**src/rtl/alu_exec_unit.sv**
```systemverilog
// Registered, handshaked execute-stage ALU for the RV32I core.
// add/sub/and/or/slt finish in one cycle; sll/srl/sra shift one bit
// per cycle through an internal accumulator.
module alu_exec_unit #(
  parameter int unsigned WIDTH   = 32,
  parameter int unsigned SHAMT_W = 5
) (
  input  logic             clk,
  input  logic             rst_n,
  input  logic             in_valid,
  output logic             in_ready,
  input  logic [2:0]       alu_control,
  input  logic [WIDTH-1:0] src_a,
  input  logic [WIDTH-1:0] src_b,
  output logic             out_valid,
  input  logic             out_ready,
  output logic [WIDTH-1:0] result,
  output logic             zero,
  output logic             busy
);

  localparam logic [2:0] OP_ADD = 3'b000;
  localparam logic [2:0] OP_SUB = 3'b001;
  localparam logic [2:0] OP_AND = 3'b010;
  localparam logic [2:0] OP_OR  = 3'b011;
  localparam logic [2:0] OP_SLL = 3'b100;
  localparam logic [2:0] OP_SLT = 3'b101;
  localparam logic [2:0] OP_SRL = 3'b110;
  localparam logic [2:0] OP_SRA = 3'b111;

  typedef enum logic { IDLE, SHIFT } state_e;
  typedef enum logic [1:0] { SH_LL, SH_RL, SH_RA } shift_e;

  state_e             state;
  shift_e             shift_op;
  shift_e             shift_dec;
  logic [WIDTH-1:0]   acc;
  logic [WIDTH-1:0]   acc_next;
  logic [SHAMT_W-1:0] cnt;
  logic [SHAMT_W-1:0] shamt;
  logic [WIDTH-1:0]   alu_value;
  logic               accept;
  logic               is_shift;
  logic               slt_bit;

  // Handshake: only accept when idle and the output register is free or draining now
  always_comb begin
    in_ready = (state == IDLE) && (!out_valid || out_ready);
    accept   = in_valid && in_ready;
    shamt    = src_b[SHAMT_W-1:0];
    is_shift = alu_control[2] && (alu_control != OP_SLT);
  end

  // Single-cycle operation results and shift-kind decode
  always_comb begin
    slt_bit   = ($signed(src_a) < $signed(src_b));
    alu_value = '0;
    shift_dec = SH_LL;
    case (alu_control)
      OP_ADD:  alu_value = src_a + src_b;
      OP_SUB:  alu_value = src_a - src_b;
      OP_AND:  alu_value = src_a & src_b;
      OP_OR:   alu_value = src_a | src_b;
      OP_SLT:  alu_value = {{(WIDTH-1){1'b0}}, slt_bit};
      OP_SLL:  shift_dec = SH_LL;
      OP_SRL:  shift_dec = SH_RL;
      OP_SRA:  shift_dec = SH_RA;
      default: alu_value = '0;
    endcase
  end

  // One-bit shift of the accumulator for the latched shift kind
  always_comb begin
    acc_next = acc;
    case (shift_op)
      SH_LL:   acc_next = {acc[WIDTH-2:0], 1'b0};
      SH_RL:   acc_next = {1'b0, acc[WIDTH-1:1]};
      SH_RA:   acc_next = {acc[WIDTH-1], acc[WIDTH-1:1]};
      default: acc_next = acc;
    endcase
  end

  // Control FSM, accumulator/counter and registered outputs
  always_ff @(posedge clk or negedge rst_n) begin
    if (!rst_n) begin
      state     <= IDLE;
      shift_op  <= SH_LL;
      acc       <= '0;
      cnt       <= '0;
      result    <= '0;
      zero      <= 1'b0;
      out_valid <= 1'b0;
      busy      <= 1'b0;
    end else begin
      // A new result written below on the same edge overrides this drain
      if (out_valid && out_ready) begin
        out_valid <= 1'b0;
      end
      case (state)
        IDLE: begin
          if (accept) begin
            if (!is_shift) begin
              result    <= alu_value;
              zero      <= (alu_value == '0);
              out_valid <= 1'b1;
            end else if (shamt == '0) begin
              result    <= src_a;
              zero      <= (src_a == '0);
              out_valid <= 1'b1;
            end else begin
              acc      <= src_a;
              cnt      <= shamt;
              shift_op <= shift_dec;
              busy     <= 1'b1;
              state    <= SHIFT;
            end
          end
        end
        SHIFT: begin
          acc <= acc_next;
          cnt <= cnt - SHAMT_W'(1);
          if (cnt == SHAMT_W'(1)) begin
            result    <= acc_next;
            zero      <= (acc_next == '0);
            out_valid <= 1'b1;
            busy      <= 1'b0;
            state     <= IDLE;
          end
        end
        default: state <= IDLE;
      endcase
    end
  end

endmodule

```
**config.mk**
```make
export PLATFORM = sky130hd
export DESIGN_NAME = alu_exec_unit
export DESIGN_NICKNAME = d
export VERILOG_FILES = /design/src/rtl/alu_exec_unit.sv
export SDC_FILE = /design/constraint.sdc
export NUM_CORES = 1
export LEC_CHECK = 0
export ABC_CLOCK_PERIOD_IN_PS = 2700
export CAP_MARGIN = 10
export CELL_PAD_IN_SITES_DETAIL_PLACEMENT = 1
export CELL_PAD_IN_SITES_GLOBAL_PLACEMENT = 2
export CORE_MARGIN = 2
export CORE_UTILIZATION = 35
export CTS_BUF_LIST = sky130_fd_sc_hd__clkbuf_4
export DETAILED_ROUTE_END_ITERATION = 6
export PLACE_DENSITY = 0.81
export SYNTH_ARGS = -nofsm -noshare
export SYNTH_HDL_FRONTEND = slang
export SYNTH_SLANG_ARGS = --single-unit
```
**constraint.sdc**
```tcl
create_clock -name clk -period 2.7 [get_ports clk]
set_input_delay 0.27 -clock clk [delete_from_list [all_inputs] [get_ports clk]]
set_output_delay 0.27 -clock clk [all_outputs]
set_load 0.005 [all_outputs]
```
==> results.toml, run 1 <==
[drt]
wirelength_um = 71900
via_count = 15650
ant_nets = 0
routedWlPerCell_um = 30.8
drc = 0
drt-pass1-iter-count = 6
via_per_inst = 6.71
first_iter_violations = 2194

[setup_path]
path_cells = "clkdlybuf4s15_1, inv_2, ha_4, buf_4, nand3_1, nor3_1, a22oi_2, nand3_4, buf_4, nor4_1, a221oi_2, buf_4, and3_4, o211ai_1, nor4_1, nand4_1, o41ai_2"
crit_type = "input pin to register"
reg2reg_to = "zero$_DFFE_PN0P_"
critPathCaptureType = "register"
timing.rr.start = "cnt[1]$_DFFE_PN0P_"
rr_worst_depth = 13
crit_top_cell = "buf_4"
rrSetupSlack_ns = -0.16
critPathMaxStageDelay_ns = 0.45
required_ns = 3.08
crit_path_start_kind = "input pin"
crit_fanout = 5
cp_slowest_cell = "nor3_1"
critPathArrivalTime_ns = 3.82

[floorplanning]
dieArea_um2 = 30700
die_w_um = 175
start_util_pct = 35.7
rows = 62
die_y_um = 175
core_area_um2 = 28800
io_pins = 107

[outcome]
violations = "setup timing"
status = "finished with violations"

[worst_hold_path]
worstHoldStart = "src_b[1]"
hold_depth = 3
min_path_type = "input pin to register"
holdPathEnd = "cnt[1]$_DFFE_PN0P_"

[pwr]
power.density_nw_per_um2 = 627
power.leakage_uw = 0.00777
ir_worst_vdd_uv = 317

[grt]
grt_pass1_wl_um = 91800
grtUsageTotal_pct = 38.9
grt_overflow_total = 0
grt_pass1_vias = 15280
grt_start_max_net_pins = 76
antenna_found_initial = 5

[yosys]
synthAdderAreaFrac_pct = 14.2
synth_top_area_share_pct = 18.3
ys_seq_area_share_pct = 18.3
synth-edff-count = 0
syn-cell-area_um2 = 10300
async_flop_share_pct = 100
synth_xor_xnor_area_share_pct = 1.54
syn_area_per_cell_um2 = 7.44
syn_inst = 1379
ys_ff_latch = 75
synthTopCellsByArea = "dfrtp_1 18%, ha_1 14%, o21ai_0 5.7%, a21oi_1 4.5%, nand2_1 4.0%"
synth-simple-area-share_pct = 22.1
ys_types = 93
synth_ff_type = "dfrtp_1"
ys_warn_count = 0
yosysTopAreaCell = "dfrtp_1"
synthMuxAreaShare_pct = 2.51
synth_top_family_by_area = "compound AO/OA/AOI/OAI gates"
synth_compound_area_share_pct = 33.3
synth_fp_nets = 1565

[cts]
cts_tree = "yes"
path_clk_slew_ns = 0.13
clockRootBuffer = "clkbuf_4"
clkLatencyLatePin_ns = 0.47
cts_buffers = 9
cts.sinks = 75
cts_max_level = 3
cts_max_path_buffers = 2

[timing]
slew_headroom_pct = 33.3
setup_viol = 25
hold_viol = 0
maxSlewViolCount = 0
min_period_ns = 3.44
post-route-period-util_pct = 128
whs_ns = 0.249
rsz0062_at_grt = "true"
tightest_slew_ns = 1.00
setup_tns_ns = -7.92
fmax_ghz = 0.290
worst_slack_ns = -0.744
skew_ns = 0.0222

[cells_and_area]
layout_common_cells = "476 x buf_4, 105 x nand2_1, 91 x nor2_1, 76 x o21ai_0, 73 x dfrtp_1"
drive_above_1_share_pct = 47.9
nets = 2128
syn2layout_area_growth_pct = 73.3
mostFrequentLayoutCell = "buf_4"

[place]
gp_congestion = 1.05
io_buffers = 106
hpwl_um = 41800
post-place-ws_ns = -1.53

[flow_run]
drv_cap = 0
==> worst max path at each step <==
stage / endpoint / start / slack, ns / cells past startpoint
after floorplan: zero$_DFFE_PN0P_ / src_a[0] / -0.25 / 13
after global placement: zero$_DFFE_PN0P_ / src_a[10] / -1.54 / 13
after detailed placement: zero$_DFFE_PN0P_ / src_b[7] / -1.53 / 16
after CTS: zero$_DFFE_PN0P_ / src_a[0] / -0.35 / 14
after global routing: zero$_DFFE_PN0P_ / src_a[0] / -0.88 / 14
final: zero$_DFFE_PN0P_ / src_b[16] / -0.74 / 17
==> registers in the layout (all words and copies together), names as in the netlist <==
register / flops
acc: 32
result: 32
cnt: 5
shift_op: 2
busy: 1
out_valid: 1
state: 1
zero: 1
==> Yosys cell counts (all sizes together), types with 11 or more instances <==
cell	number
dfrtp	75
inv	101
nand2	110
a21oi	94
ha	113
nand4	19
o31ai	24
mux2i	19
xnor2	16
clkbuf	65
nand2b	31
a21o	26
nor4	31
a221o	32
o21ai	123
nor2	108
a211oi	33
o21bai	11
nand3	37
nor3	62
buf	32
o211ai	53
==> critical path: cells and delay by family <==
kind / cells / cell delay [ns]
and+or+nand+nor: 7 / 1.64
buffers and inverters: 5 / 0.80
AOI/OAI and AO/OA: 4 / 0.75
adders and majority gates: 1 / 0.33
==> through the flow <==
stage,instance area (um^2),instances,power [uW],utilization (%)
3_5_place_dp,14900,2212,8920,51.8
4_1_cts,16800,2288,10300,58.2
3_3_place_gp,14900,2212,8670,51.8
2_1_floorplan,10400,1379,5650,-
5_1_grt,17800,2332,11700,61.8
6_report,17800,2334,11200,61.8
==> layer usage <==
metal,track usage [%],wire [um]
met1,46.5,25600
met2,64.6,31500
met3,7.55,7870
met4,22.9,6980
met5,0,14
==> cell type report <==
| cell class | count | area (um^2) |
|---|---|---|
| Fill cell | 3361 | 11000 |
| Multi-Input combinational cell | 1105 | 9460 |
| Timing Repair Buffer | 649 | 5390 |
| Sequential cell | 75 | 1880 |
| Tap cell | 384 | 480 |
| Inverter | 102 | 415 |
| Clock inverter | 6 | 80.1 |
| Clock buffer | 10 | 75.1 |
| Antenna cell | 3 | 7.51 |
==> logic make-up after synthesis <==
| kind of cell | count (synthesis) |
|---|---|
| adder cells (fa/ha/maj) | 115 |
| XOR/XNOR | 18 |
| buffers and inverters | 199 |
| AO/OA/AOI/OAI | 492 |
| AND/OR/NAND/NOR | 456 |
| multiplexers | 24 |
| flip-flops | 75 |
==> repair_timing <==
item | 4_1_cts | 5_1_grt
buffers inserted | 62 | 49
endpoints found under the setup margin | 29 | 26
pin swaps | 130 | 132
endpoints found under the hold margin | 68 | 0
hold buffers | 1 | 0
gates resized for setup | 457 | 199
==> power by group <==
part / internal [uW] / leakage, uW / switching, uW / total [uW]
clock network: 378 / 0.0000815 / 436 / 814
logic: 3620 / 0.00677 / 4520 / 8140
registers: 1690 / 0.000919 / 516 / 2200
(Power assumes the default switching activity.)
==> inputs of run 2 (changes only) <==
--- a/config.mk
+++ b/config.mk
@@ -13,6 +13,7 @@
 export CORE_UTILIZATION = 35
 export CTS_BUF_LIST = sky130_fd_sc_hd__clkbuf_4
 export DETAILED_ROUTE_END_ITERATION = 6
+export HOLD_SLACK_MARGIN = 0.06
 export PLACE_DENSITY = 0.81
 export SYNTH_ARGS = -nofsm -noshare
 export SYNTH_HDL_FRONTEND = slang
==> results of run 2 <==
No change in the layout: final DEF, timing and power equal those of run 1.
==> inputs of run 3 (changes only) <==
==> constraint.sdc (replaced) <==
create_clock -name clk -period 2.7 [get_ports clk]
set_input_delay 0.27 -clock clk [delete_from_list [all_inputs] [get_ports clk]]
set_output_delay 0.27 -clock clk [all_outputs]
set_load 0.01 [all_outputs]
==> results of run 3 <==
The final DEF is identical to that of run 1. Status: finished with violations: setup timing.
Main changes from that run: total power 11200 uW -> 11300 uW; worst IR drop on VDD 317 uV -> 319 uV
